`config.mk`:
```
export PLATFORM = sky130hd
export DESIGN_NAME = znc_branch_unit
export DESIGN_NICKNAME = d
export VERILOG_FILES = /design/src/rtl/znc_branch_unit.sv
export SDC_FILE = /design/constraint.sdc
export NUM_CORES = 1
export LEC_CHECK = 0
export BUFFER_PORTS_ARGS = -buffer_cell sky130_fd_sc_hd__buf_2
export CORE_MARGIN = 3
export CORE_UTILIZATION = 53
export CTS_CLUSTER_DIAMETER = 30
export DETAILED_ROUTE_END_ITERATION = 10
export HOLD_SLACK_MARGIN = 0.1
export PLACE_DENSITY_LB_ADDON = 0.25
export SYNTH_ARGS = -nofsm -noshare
export SYNTH_HDL_FRONTEND = slang
export SYNTH_SLANG_ARGS = --single-unit
```
`constraint.sdc`:
```
create_clock -name clk -period 4.6 [get_ports clk]
set_clock_uncertainty 0.15 [all_clocks]
set_input_delay 0 -clock clk [delete_from_list [all_inputs] [get_ports clk]]
set_output_delay 0 -clock clk [all_outputs]
set_load 0.1 [all_outputs]
```
`src/rtl/znc_branch_unit.sv`:
```
// znc_branch_unit: ZNC status register, BR/JR evaluation, PC ownership and post-redirect flush.
// Optional taken-branch counter enabled by defining ZNC_BRANCH_COUNT_EN.
module znc_branch_unit #(
   parameter logic [15:0] RESET_PC     = 16'h0000,
   parameter int unsigned FLUSH_CYCLES = 2
) (
   input  logic        clk,
   input  logic        rst_n,
   input  logic        ins_valid,
   output logic        ins_ready,
   input  logic [15:0] ins,
   input  logic [15:0] ra,
   input  logic        flag_we,
   input  logic [2:0]  znc_in,
   output logic [2:0]  znc_q,
   output logic [15:0] pc,
   output logic        redirect,
   output logic        flushing,
   output logic [15:0] taken_cnt
);
   typedef enum logic {RUN, FLUSH} state_t;
   localparam logic [3:0] FLUSH_LAST = 4'(FLUSH_CYCLES - 1);
   state_t      state_q;
   logic [3:0]  fcnt_q;
   logic [15:0] pc_q, pc_d, br_target;
   logic        redirect_q, accept, is_br, is_jr, cond_ok, taken;
   logic [2:0]  flags;
   assign ins_ready = (state_q == RUN);
   assign accept    = ins_valid && ins_ready;
   assign is_br     = (ins[15:12] == 4'hC);
   assign is_jr     = (ins[15:12] == 4'hD);
   // Same-cycle flag writes are forwarded so a compare can feed the very next branch.
   assign flags     = flag_we ? znc_in : znc_q;
   always_comb begin
      cond_ok = 1'b0;
      case (ins[11:8])
         4'd0: cond_ok = 1'b1;
         4'd1: cond_ok = flags[2];
         4'd2: cond_ok = !flags[2];
         4'd3: cond_ok = flags[1];
         4'd4: cond_ok = !flags[1];
         4'd5: cond_ok = flags[0];
         4'd6: cond_ok = !flags[0];
         4'd7: cond_ok = flags[2] | flags[1];
         4'd8: cond_ok = !flags[2] & !flags[1];
         default: cond_ok = 1'b0;
      endcase
   end
   assign taken     = accept && (is_jr || (is_br && cond_ok));
   assign br_target = pc_q + 16'd1 + {{8{ins[7]}}, ins[7:0]};
   assign pc_d      = !accept ? pc_q : is_jr ? ra : (is_br && cond_ok) ? br_target : pc_q + 16'd1;
   always_ff @(posedge clk or negedge rst_n) begin
      if (!rst_n) begin
         state_q    <= RUN;
         fcnt_q     <= '0;
         pc_q       <= RESET_PC;
         znc_q      <= '0;
         redirect_q <= 1'b0;
      end else begin
         pc_q       <= pc_d;
         redirect_q <= taken;
         if (flag_we) znc_q <= znc_in;
         case (state_q)
            RUN: if (taken) begin
               state_q <= FLUSH;
               fcnt_q  <= FLUSH_LAST;
            end
            FLUSH: if (fcnt_q == 4'd0) state_q <= RUN;
                   else fcnt_q <= fcnt_q - 4'd1;
            default: state_q <= RUN;
         endcase
      end
   end
   assign pc       = pc_q;
   assign redirect = redirect_q;
   assign flushing = (state_q == FLUSH);
`ifdef ZNC_BRANCH_COUNT_EN
   logic [15:0] cnt_q;
   always_ff @(posedge clk or negedge rst_n) begin
      if (!rst_n) cnt_q <= '0;
      else if (taken) cnt_q <= cnt_q + 16'd1;
   end
   assign taken_cnt = cnt_q;
`else
   assign taken_cnt = 16'h0000;
`endif
endmodule

```
# Word-level counts from Yosys, hierarchy flattened
# Cells that the tools add are included.
# classes
n_addsub	3
n_eq_ne	12
muxes	10
bitwise_logic	3
n_reduce_logical	10
# ops
operator	n
two-way mux 16 bit	2
adder 16 x 1 -> 16 bit (second input constant)	1
adder 16 bit	1
== test 4 x 3 -> 1 bit (second input constant)	4
== test 4 bit (second input constant)	3
one-hot mux 1 bit (9 select lines)	1
== test 4 x 2 -> 1 bit (second input constant)	2
logical NOT 4 bit	2
two-way mux 4 bit	2
one-hot mux 4 bit (2 select lines)	1
== test 4 x 1 -> 1 bit (second input constant)	1
subtractor 4 x 1 -> 4 bit (second input constant)	1
logical AND 1 bit	3
logical NOT 1 bit	3
two-way mux 3 bit	1
two-way mux 1 bit	2
!= test 2 x 1 -> 1 bit (second input constant)	1
!= test 2 bit (second input constant)	1
one-hot mux 1 bit (2 select lines)	1
AND reduction 2 bit	1
AND 1 bit	1
logical OR 1 bit	1
NOT 1 bit	1
bitwise OR 1 bit	1
# totals
register_bits	25
in_bits	39
output_inout_bits	38
elab_cells	43

# Longest topological paths before layout
# Gate-level depths: netlist of the first run.
# logic_depth
word_depth	9
ltp_mapped	14
mapped_depth_nobuf	13

# Worst setup path after synthesis of the first run
# Ideal clock, no wire load.
# synth_timing
kind	flip-flop to flip-flop
from	register pc_q[0], in the netlist pc[0]
to	register pc_q[15], in the netlist pc[15]
setup_ps	128
arrival_ps	3542
t_required_ps	4322
path_slack_ps	780
path_stages_with_launch	15
n_path_buf	1
path_cell_list	dfrtp_1 ha_1 nand4_1 nor2_1 nand3_1 xnor2_1 ha_1 clkbuf_1 a211oi_1 nor2_1 or3_1 a21oi_1 o211a_1 xnor2_1 a21oi_1
# synth_between
elab_chain_len	4
# synth_rtl
element	line_no	source
start, declared	25	logic [15:0] pc_q, pc_d, br_target;
start signal, assigned	60	pc_q <= pc_d;
adder 16 x 1 -> 16 bit (*)	50, 51	
adder 16 bit	50	assign br_target = pc_q + 16'd1 + {{8{ins[7]}}, ins[7:0]};
two-way mux 16 bit (*) (2 in series)	51	assign pc_d = !accept ? pc_q : is_jr ? ra : (is_br && cond_ok) ? br_target : pc_q + 16'd1;
# Mark *: on every way between the ends. The rest lies on a longest branch, timed or not.
# A chain may end at the register's enable or synchronous reset.

# Worst setup path in the final report of the first run
# Same ends and word-level chain as after synthesis.

==> flow_results.org, run 1 <==
** Run status
- Run status :: finished, final reports clean

** Clock tree
- TritonCTS Buffers :: 3
- After clock tree synthesis, the setup repair step added 0 buffers.
- # H-tree levels :: 1
- Post-cts sizing count :: 0
- In this run the deepest clock path goes through 2 buffers.
- After clock tree synthesis, the clock-pin slew on the worst setup and hold paths is 90 ps.
- Clock sinks :: 25
- For this design, the CTS-stage hold fixing added 23 buffers.
- Root buf cell :: clkbuf_8
- The later pin in the worst-skew pair is clocked with a latency of 270 ps.
- TritonCTS built the clock tree.

** Floorplan
- Rows :: 24
- Initial Util :: 0.5668
- From left edge to right edge, the die measures 75.18 um.
- Die ar. :: 0.005651 mm2
- I/O pins :: 77
- After floorplanning, the core was sized to cover 0.004474 mm2.
- From bottom edge to top edge, the die measures 75.18 um.

** Detailed routing
- Drt pass-1 iters :: 4
- The detail route stage leaves a number of antenna-violating nets equal to 0.
- For this block, the initial DRC count from the detailed router was 226.
- After detailed routing, the number of vias per cell comes to 5.800.
- Post-detailed-routing wire length :: 6382 um
- Number of remaining DRC errors :: 0
- In the final routed layout, each cell accounts on average for 14.88 um.
- The detailed router placed 2488 vias in this run.

** Global routing
- Combined global-route utilization of all metal layers :: 0.2383
- The initial antenna violation count came to 0.
- Vias in the first global route :: 2301
- The first global-routing pass estimated 10610 um of wire.
- Pin count of the biggest net entering global routing :: 26
- Overflow left after global routing :: 0

** Placement
- Routability-driven placement finished with a final weighted congestion of 0.9433.
- DP Area :: 0.002785 mm2
- Detailed-placement wirelength estimate :: 4926 um
- Once placement completed, the tool counted placed cells totaling 402.
- The count of buffers added on input and output ports is 60.

** Final layout
- Final layout net count :: 439
- Cell Count, Final, Fillers Out :: 429
- # diodes :: 0
- Total area of sequential cells :: 625.6 um2
- Filler Cell Count :: 372
- Once layout is complete, the utilization of the core stands at 0.6840.
- Final design area excluding fillers :: 0.003060 mm2
- Compared with the post-synthesis result, the final layout area differs by 20.67%.
- Summing all multi-input logic gate instances after layout gives 0.001749 mm2.
- The library cell used most frequently in the layout, excluding fill and tap cells, is buf_2.
- Top library cells by usage in the layout, fill and taps aside :: buf_2, a21oi_1, dfrtp_1, dlygate4sd3_1
- Layout cell share with drive strength beyond 1 :: 0.1883

** Critical path
- Maximum fanout count along the critical path :: 9
- Data required, critical path :: 4600 ps
- For this design, the slowest cell found on the critical path is dfrtp_1.
- Termination of the worst setup path :: pc[15]$_DFFE_PN0P_
- Counting both buffers and inverters, the worst setup path holds a total of 0.
- End of the worst register-to-register path :: pc[15]$_DFFE_PN0P_
- In this run the critical register-to-register path is launched from pc[0]$_DFFE_PN0P_.
- Worst path arrival time :: 3320 ps
- Critical Path Sink Type :: flip-flop
- Register-to-register setup slack :: 1280 ps
- The signal on the critical path passes through ha_1 > nand4_1 > nor2_1 > nand3_1 > xnor2_1 > ha_1 > a211oi_1 > nor2_1 > or3_1 > a21oi_1 > o211a_1 > xnor2_1 > a21oi_1.
- Worst reg-to-reg path cell count :: 13
- Worst Setup SP :: pc[0]$_DFFE_PN0P_
- In this run the number of cells on the critical path is 13.
- Among cell families on the critical path, the largest total delay comes from simple AND/OR/NAND/NOR gates.
- STA classifies the critical path startpoint as a flip-flop.
- The critical path is of the reg2reg type.
- On the worst path, the slowest cell contributes a delay of 410 ps.

** Synth
- For this run, the number of Yosys warnings is 0.
- Most instantiated flip-flop cell in the synthesis netlist :: dfrtp_1
- Of the post-synthesis cell area, the part taken by muxes is 0.07153.
- Of the total synthesized cell area, the portion taken by XOR and XNOR cells is 0.09324.
- The synthesized design contains 25 register bits.
- The share of the Yosys chip area taken by registers is 0.2467.
- The synthesized netlist occupies a cell area of 0.002536 mm2.
- The synthesized design contains 0 enable-type register cells.
- After synthesis, the largest family of logic cells by area is compound AO/OA/AOI/OAI gates.
- Synthesized-area fraction occupied by adder cells :: 0.1115
- Area fraction in and, or, nand and nor cells after synthesis :: 0.1618
- In the synthesized netlist the async set-or-reset flop fraction comes to 1.000.
- Average size of a mapped cell :: 8.370 um2
- Mapped Cells :: 303
- Synth cell types :: 51
- Area fraction in compound gates after synthesis :: 0.2279

** Pwr
- VDD sags by at most 0.4932 mV.
- For this design the static power due to leakage is 1.408 nW.
- Pwr dens :: 727.1 mW/mm2

** STA
- Setup total negative slack on the finished layout was measured at 0 ps.
- Worst-margin pin slew :: 1169 ps
- The final number of max-transition violations came to 0.
- Highest clock rate :: 301.3 MHz
- Unrepaired setup endpoints after global routing :: false
- Max-Slew Margin vs Limit :: 0.2208
- Setup-failing EPs final :: 0
- The count of endpoints failing hold in the final timing report came to 0.
- Share of the clock period used by the worst path after layout :: 0.7214
- Tightest hold margin :: 118.0 ps
- For the finished layout, the period the worst path requires is 3319 ps.

** Worst hold path
- Hold Crit Class :: in2async

** Run
- Max Cap Viol :: 0
==> flip-flops by register name, summed over array words and instances (netlist names) <==
name and flops:
fcnt_q 4, pc 16, flushing 1, redirect 1, znc_q 3
==> Yosys cell counts, types with 2 or more instances <==
library cell  number  area (um2)
a21oi_1           38       190.2
dfrtp_1           25       625.6
ha_1              21       262.8
xnor2_1           21       183.9
nor2_1            20       75.07
o21ai_0           19       95.09
buf_4             18       135.1
nand2_1           18       67.56
clkbuf_1          11       41.29
mux2i_1           11       110.1
nand4_1            9       56.30
inv_1              8       30.03
nand3_1            8       40.04
a21o_1             7       52.55
or3_1              6       37.54
xor2_1             6       52.55
and3_1             5       31.28
o21ai_1            5       25.02
a211oi_1           3       22.52
nor2b_1            3       18.77
nor3_1             3       15.01
o211ai_1           3       22.52
a31oi_1            2       12.51
and2_1             2       12.51
mux2_2             2       22.52
nand4b_1           2       17.52
o21a_1             2       15.01
o31ai_1            2       15.01
==> worst min path at each step <==
stage                                  endpoint  cells after the start
after floorplan           fcnt_q[0]$_DFFE_PN0P_                      0
after global placement       pc[14]$_DFFE_PN0P_                      1
after detailed placement     pc[14]$_DFFE_PN0P_                      1
after CTS                    pc[14]$_DFFE_PN0P_                      2
after global routing         pc[14]$_DFFE_PN0P_                      2
final                        pc[14]$_DFFE_PN0P_                      2
==> power breakdown <==
part	leakage (nW)	switching, mW	internal (mW)
clock	0.0228	0.0678	0.0619
sequential	0.306	0.121	0.303
combinational	1.08	1.18	0.494
==> cell families after synthesis <==
family / after synthesis
other: 1
buffers and inverters: 38
AND/OR/NAND/NOR: 81
flip-flops: 25
multiplexers: 16
adder cells (fa/ha/maj): 22
AO/OA/AOI/OAI: 93
XOR/XNOR: 27
==> through the flow <==
| stage | setup slack, ps | total power, mW |
|---|---|---|
| finish | 1281 | 2.225 |
| detailed placement | 1311 | 2.072 |
| floorplan | 779.9 | 1.773 |
| global route | 1024 | 2.388 |
| global placement | 1328 | 2.048 |
| CTS | 1295 | 2.223 |
==> metal layers <==
layer | global-route usage | share of wire | vias up
li1 | - | - | 1220
met1 | 0.3193 | 0.44 | 1182
met2 | 0.4101 | 0.50 | 81
met3 | 0.03605 | 0.056 | 5
met4 | 0.04660 | 0.0045 | 0
met5 | 0 | 0 | -
==> area by class of cell <==
cell class / count / share of cell area
clock buffer: 4 / 0.01472
multi-input combinational: 255 / 0.5715
tap: 52 / 0.02126
inverter: 8 / 0.009812
timing repair buffer: 85 / 0.1782
sequential: 25 / 0.2044
No activity file was read; power rests on OpenSTA's default activity.
==> inputs of run 2 (changes only) <==
==> constraint.sdc (replaced) <==
create_clock -name clk -period 3.3 [get_ports clk]
set_clock_uncertainty 0.15 [all_clocks]
set_input_delay 0 -clock clk [delete_from_list [all_inputs] [get_ports clk]]
set_output_delay 0 -clock clk [all_outputs]
set_load 0.1 [all_outputs]
==> run 2 against run 1 <==
  * Register-to-register slack lost 1000 ps
  * Critical endpoint unchanged
  * Critical path type unchanged
  * Worst hold slack lost 11 ps
  * Die area is the same
==> flow_results.org, run 2 (same netlist as run 1, synthesis figures left out) <==
** Critical path
- STA classifies the critical path startpoint as a flip-flop.
- End of the worst register-to-register path :: pc[15]$_DFFE_PN0P_
- Slowest CP cell :: dfrtp_4
- Critical path class :: reg2reg
- Worst reg-to-reg path cell count :: 13
- Sequence of cells on the critical path :: ha_4 > nand4_1 > nor2_2 > nand3_1 > xnor2_1 > ha_2 > a211oi_1 > nor2_1 > or3_1 > a21oi_1 > o211a_1 > xnor2_1 > a21oi_1
- Worst Setup SP :: pc[0]$_DFFE_PN0P_
- The worst register-to-register path has a setup slack of 250 ps.
- In this design, the stage delay of the slowest critical-path cell is 450 ps.
- Data required, critical path :: 3300 ps
- Maximum fanout count along the critical path :: 9
- Broken down by cell family, the worst path's largest delay share belongs to simple AND/OR/NAND/NOR gates.
- Worst path arrival time :: 3050 ps
- Worst path bufs/invs :: 0
- In this run the critical register-to-register path is launched from pc[0]$_DFFE_PN0P_.
- STA classifies the critical path endpoint as a flip-flop.

** Pwr
- The share of total power dissipated in sequential elements is 0.196.
- Pint :: 1.265 mW
- Clk network pwr share :: 0.057
- Summed over all cells, the static leakage comes to 1.405 nW.
- Portion of total power attributed to combinational logic :: 0.746
- Across the VDD grid, the largest voltage drop is 0.7103 mV.
- Net load switching power :: 1.910 mW
- For this design the ratio of total power to cell area is 1016 mW/mm2.
- Of the total power, the share spent switching nets is 0.6016.

** Worst hold path
- The min-delay analysis places its worst path in the category in2async.

** STA
- Setup total negative slack on the finished layout was measured at 0 ps.
- The count of endpoints failing hold in the final timing report was 0.
- At the pin with the least slew margin, the transition time is 765.0 ps.
- The final number of max-transition violations came to 0.
- After layout, the minimum clock period comes to 3050 ps.
- Setup-failing EPs final :: 0
- Share of the clock period used by the worst path after layout :: 0.9243
- Setup repair after global routing left no endpoint under its margin.
- Based on the critical path, the design can be clocked at up to 327.9 MHz.
- Headroom to the max-slew limit came out at 0.4873.

** Final layout
- The library cell used most frequently in the layout, excluding fill and tap cells, is buf_2.
- Top library cells by usage in the layout, fill and taps aside :: buf_2, a21oi_1, dlygate4sd3_1, xnor2_1
- Final layout net count :: 441
- Area used by multi-input combinational logic :: 0.001773 mm2
- # diodes :: 0
- The register with the most flip-flops in the layout has 16 of them.
- Fill cells in the final layout number 366.
- The count of cells in the finished layout, fillers not included, comes to 431.
- In the final layout, the share of cells above drive strength 1 is 0.2348.
- Total area of sequential cells :: 650.6 um2
- Layout Area Growth over Synthesis :: 23.19%

** Run
- Max-cap violations in this run came to 0.

** Placement
- The congestion estimate from routability-driven global placement came to 0.8880.
- The HPWL after detailed placement is 4878 um.
- # placed instances :: 404
- Count of port buffers added during placement :: 60

** Clock tree
- Clock sinks :: 25
- TritonCTS Buffers :: 3
- After clock tree synthesis, the clock-pin slew on the worst setup and hold paths is 90 ps.
- CTS built an H-tree with a depth of 1.
- Root buf cell :: clkbuf_8
- Maximum buffer depth of the clock tree :: 2
- In this run the post-CTS setup repair buffer count came out at 0.
- For the worst-skew pair, the clock arrives at the later sink with an insertion delay of 270 ps.
- Clock tree from TritonCTS :: done

** Detailed routing
- For this run, design rule violations remaining after detail routing come to 0.
- Post-detailed-routing wire length :: 6440 um
- Count of routing violations after the opening detailed-route iteration :: 87
- Detailed routing inserted a total of 2457 vias.
- Detail-routed via count per cell :: 5.701
- Drt wl/cell :: 14.94 um
- Drt pass-1 iters :: 4
- The detail route stage leaves a number of antenna-violating nets equal to 0.

** Floorplan
- Measured along the x axis, the die boundary spans 75.18 um.
- Y dimension of the die :: 75.18 um
- The floorplan step defined a die boundary enclosing 0.005651 mm2.
- Rows :: 24
- Pin placement for this block handled 77 I/O pins.
- For this configuration, the core starts out at a cell density of 0.5668.
- Core ar. :: 0.004474 mm2

** Global routing
- Across every metal layer, demand over resource in global routing totals 0.2336.
- The total overflow left after global routing is 0.
- Number of antenna violations at the first check in global routing :: 0
- Pin count of the biggest net entering global routing :: 26
- The first global-routing pass estimated 10290 um of wire.
- Vias in the first global route :: 2279

** Run status
- Run status :: finished, final reports clean
==> run 2: cell count changes in the layout (fill, tap and decap cells not counted), moves of 2 or more <==
cell	previous run	this run
dfrtp_1	25	13
dfrtp_2	0	8
dfrtp_4	0	4
buf_4	2	4
ha_1	21	19
==> run 2: worst max path at each step <==
stage,slack [ps],depth (start not counted),to
4_1_cts,250,11,pc[8]$_DFFE_PN0P_
2_1_floorplan,20,14,pc[15]$_DFFE_PN0P_
3_5_place_dp,260,11,pc[8]$_DFFE_PN0P_
6_report,250,13,pc[15]$_DFFE_PN0P_
5_1_grt,0.7,13,pc[15]$_DFFE_PN0P_
3_3_place_gp,270,11,pc[8]$_DFFE_PN0P_
==> run 2: area by class of cell <==
class                   count  area share
repair buffers             87      0.1794
flip-flops and latches     25      0.2082
multi-input cells         255      0.5675
well taps                  52     0.02082
clock buffers               4     0.01442
inverters                   8    0.009612
==> run 2: stage by stage <==
stage / hold WS (ps) / power, mW / utilization / area (um2) / setup WS (ps)
3_3_place_gp: -129.2 / 2.911 / 0.6348 / 2840 / 265.5
5_1_grt: 150.9 / 3.405 / 0.6983 / 3124 / 0.6715
4_1_cts: 117.6 / 3.161 / 0.6963 / 3115 / 245.2
3_5_place_dp: -125.6 / 2.952 / 0.6348 / 2840 / 255.8
2_1_floorplan: -445.6 / 2.521 / - / 2635 / 21.56
6_report: 106.7 / 3.175 / 0.6983 / 3124 / 249.9
==> run 2: worst register-to-register path, cell delays in order, from the launching register on <==
cell and delay [ps]:
dfrtp_4 450, ha_4 160, nand4_1 110, nor2_2 180, nand3_1 110, xnor2_1 210
ha_2 370, a211oi_1 240, nor2_1 100, or3_1 350, a21oi_1 120, o211a_1 180
xnor2_1 110, a21oi_1 80
==> run 2: layer usage <==
| metal | up-vias | track usage | wire length (um) |
|---|---|---|---|
| met4 | 0 | 0.04272 | 73 |
| met2 | 82 | 0.4188 | 3286 |
| met5 | - | 0 | 0 |
| li1 | 1225 | - | - |
| met1 | 1142 | 0.2995 | 2735 |
| met3 | 8 | 0.03605 | 345 |
==> run 2: power by group through the flow <==
| stage | clock, mW | combinational (mW) | sequential [mW] |
|---|---|---|---|
| 2_1_floorplan | 0 | 1.24 | 1.28 |
| 3_3_place_gp | 0 | 2.29 | 0.619 |
| 3_5_place_dp | 0 | 2.33 | 0.626 |
| 4_1_cts | 0.182 | 2.36 | 0.620 |
| 5_1_grt | 0.194 | 2.57 | 0.641 |
| 6_report | 0.182 | 2.37 | 0.623 |
==> run 2: repair_timing <==
item,CTS,global route
setup endpoints to repair,0,2
resized for setup,0,2
hold buffers,23,0
hold endpoints to repair,44,0
==> inputs of run 3 (changes only) <==
--- a/config.mk
+++ b/config.mk
@@ -10,6 +10,7 @@
 export CORE_UTILIZATION = 53
 export CTS_CLUSTER_DIAMETER = 30
 export DETAILED_ROUTE_END_ITERATION = 10
+export GPL_TIMING_DRIVEN = 0
 export HOLD_SLACK_MARGIN = 0.1
 export PLACE_DENSITY_LB_ADDON = 0.25
 export SYNTH_ARGS = -nofsm -noshare
==> run 3 against run 2 <==
  * Worst hold slack improved by 10 ps
  * Register-to-register slack got worse by 110 ps
  * Sequential share of layout area fell by 1.2 points
  * Critical path depth did not move
  * Setup slack got worse by 110 ps
  * Sequential power fell by 3%
  * Combinational power rose by 2%
  * Highest routed layer unchanged
==> flow_results.org, run 3 (same netlist as run 1, synthesis figures left out) <==
** Run status
- The run finished with clean final reports.

** Clock tree
- The clock reaches the later pin of the worst-skew pair after 270 ps.
- # H-tree levels :: 1
- After clock tree synthesis, the clock-pin slew on the worst setup and hold paths is 80 ps.
- Clock sinks :: 25
- Once the clock tree was built, the setup fixing pass inserted 0 buffers.
- Root buf cell :: clkbuf_8
- The longest clock path from root to sink contains 2 buffers.
- Clock tree from TritonCTS :: done
- Counting the buffers created by CTS gives 3.

** Pwr
- IR analysis of the VDD net gives a maximum drop of 0.8891 mV.
- For this design the ratio of total power to cell area is 967.2 mW/mm2.
- Static Leak :: 1.526 nW

** Critical path
- Slowest CP cell :: dfrtp_4
- The critical path in this run is classified as reg2reg.
- At the worst endpoint, the arrival time is 3170 ps.
- Worst Setup Start Kind :: flip-flop
- In this run the worst path has a maximum fanout of 7.
- Data required, critical path :: 3300 ps
- Sequence of cells on the critical path :: clkbuf_2 > nand3_1 > nor2_1 > nand4_1 > xnor2_2 > ha_1 > o21ai_0 > nor2_1 > or3_1 > a21oi_1 > o211a_1 > xnor2_1 > a21oi_1
- Critical Path Sink Type :: flip-flop
- On the worst path, the slowest cell contributes a delay of 410 ps.

** STA
- The worst pin sits at a relative slew slack of 0.6019.
- For this run, the top clock speed supported by timing is 316.0 MHz.
- Worst-margin pin slew :: 592.1 ps
- Number of endpoints with negative hold slack in the final report :: 0
- Final slew viol count :: 0
- Share of the clock period used by the worst path after layout :: 0.9588
- Setup-failing EPs final :: 0
- Tightest hold margin :: 117.2 ps
- Final worst path period need :: 3164 ps

** Floorplan
- The floorplan step defined a die boundary enclosing 0.005651 mm2.
- Row generation in the floorplan step produced 24 rows.
- I/O pins :: 77
- Die W :: 75.18 um
- From bottom edge to top edge, the die measures 75.18 um.
- The total area inside the core boundary comes to 0.004474 mm2.
- The initial utilization of the core area, before any placement, comes to 0.5668.

** Placement
- Detailed-placement wirelength estimate :: 5085 um
- The number of placed instances, taps included, is 429.
- Final RePlAce weighted congestion :: 0.8769
- Buffers placed on the I/O ports in this run total 59.

** Final layout
- The register with the most flip-flops in the layout has 16 of them.
- The filler cells instantiated in the layout total 351.
- # diodes :: 0
- Leaving out filler cells and counting taps, the final layout contains 454.
- The top cell types in the final layout, fill and taps aside, are buf_2, a21oi_1, dlygate4sd3_1, nor2_1, o21ai_0.
- Utilization after layout :: 0.7422
- Layout Area Growth over Synthesis :: 30.93%
- Final layout net count :: 464
- The library cell used most frequently in the layout, excluding fill and tap cells, is buf_2.
- Of the cells placed in the final design, the portion with a size suffix greater than 1 is 0.2811.

** Global routing
- The first global-routing pass estimated 11070 um of wire.
- For this run, the total global-route usage over all layers was measured as 0.2514.
- The initial antenna violation count was 0.
- After global routing the overflow that remains totals 0.
- Vias in the first global route :: 2463
- Pin count of the biggest net entering global routing :: 26

** Detailed routing
- Post-detailed-routing wire length :: 6903 um
- Dividing the detail-routed wire length by the instance count gives 15.20 um.
- Antenna-violating nets left :: 0
- Number of remaining DRC errors :: 0
- Using the TritonRoute via totals, the vias-per-cell ratio works out to 5.694.
- Before antenna repair, the detailed router went through 4 iterations.
- The detailed router finished its first iteration with 188 violations.
- Total via count after detailed routing :: 2585

** Run
- Max Cap Viol :: 0

** Worst hold path
- Hold Crit Class :: in2reg
run 3: cell count changes in the layout (fill, tap and decap cells not counted), sizes merged:
cell,delta
clkbuf,+8
buf,+14
dlygate4sd3,+1
run 3: path summary, 6_finish.rpt:
kind                               startpoint                 end  slack, ps  cells past startpoint
min                                    ins[0]   pc[0]$_DFFE_PN0P_        120                      5
max in group asynchronous               rst_n   pc[2]$_DFFE_PN0P_       2430                      2
min reg2reg                pc[11]$_DFFE_PN0P_  pc[11]$_DFFE_PN0P_        400                      1
min in group asynchronous               rst_n  pc[12]$_DFFE_PN0P_        150                      2
max                         pc[2]$_DFFE_PN0P_  pc[15]$_DFFE_PN0P_        140                     13
max reg2reg                 pc[2]$_DFFE_PN0P_  pc[15]$_DFFE_PN0P_        140                     13
run 3: layout make-up:
class                      count  area, um2  share of cell area
multi-input combinational    255       1815              0.5467
sequential                    25      650.6              0.1959
timing repair buffer          83      535.5              0.1613
buffer                        27      178.9             0.05388
tap                           52      65.06             0.01959
clock buffer                   4      45.04             0.01356
inverter                       8      30.03            0.009043
run 3: routing by layer:
layer | routed length (um) | part of all wire | GRT usage
met4 | 150 | 0.022 | 0.07767
met1 | 2933 | 0.42 | 0.3245
met5 | 0 | 0 | 0
met2 | 3371 | 0.49 | 0.4265
met3 | 448 | 0.065 | 0.04673
run 3: metrics by stage:
step | power [mW] | setup WS, ps | setup TNS, ps | cell area, um2
3_5_place_dp | 2.955 | -140.7 | -284.7 | 2995
3_3_place_gp | 2.906 | -79.86 | -123.3 | 2995
5_1_grt | 3.458 | -47.34 | -61.17 | 3321
2_1_floorplan | 2.521 | 21.56 | 0 | 2635
4_1_cts | 3.181 | 30.86 | 0 | 3294
6_report | 3.212 | 135.9 | 0 | 3321
run 3: critical path, delay by kind of cell, from the launching register on:
kind	cells	cell delay [ps]
AO/OA/AOI/OAI	4	600
XOR/XNOR	2	350
adder cells (fa/ha/maj)	1	300
buffers and inverters	1	180
flip-flops	1	410
AND/OR/NAND/NOR	5	1080
run 3: repair_timing:
item | CTS | global route
gates cloned | 0 | 0
hold buffers | 24 | 0
resized for setup | 2 | 9
pin swaps | 0 | 1
endpoints found under the setup margin | 3 | 7
hold endpoints to repair | 44 | 0
run 3: report_power, final:
part | switching [mW] | internal, mW | leakage (nW)
registers | 0.158 | 0.448 | 0.292
clock network | 0.0963 | 0.0865 | 0.0228
logic | 1.67 | 0.749 | 1.21
total | 1.93 | 1.28 | 1.53
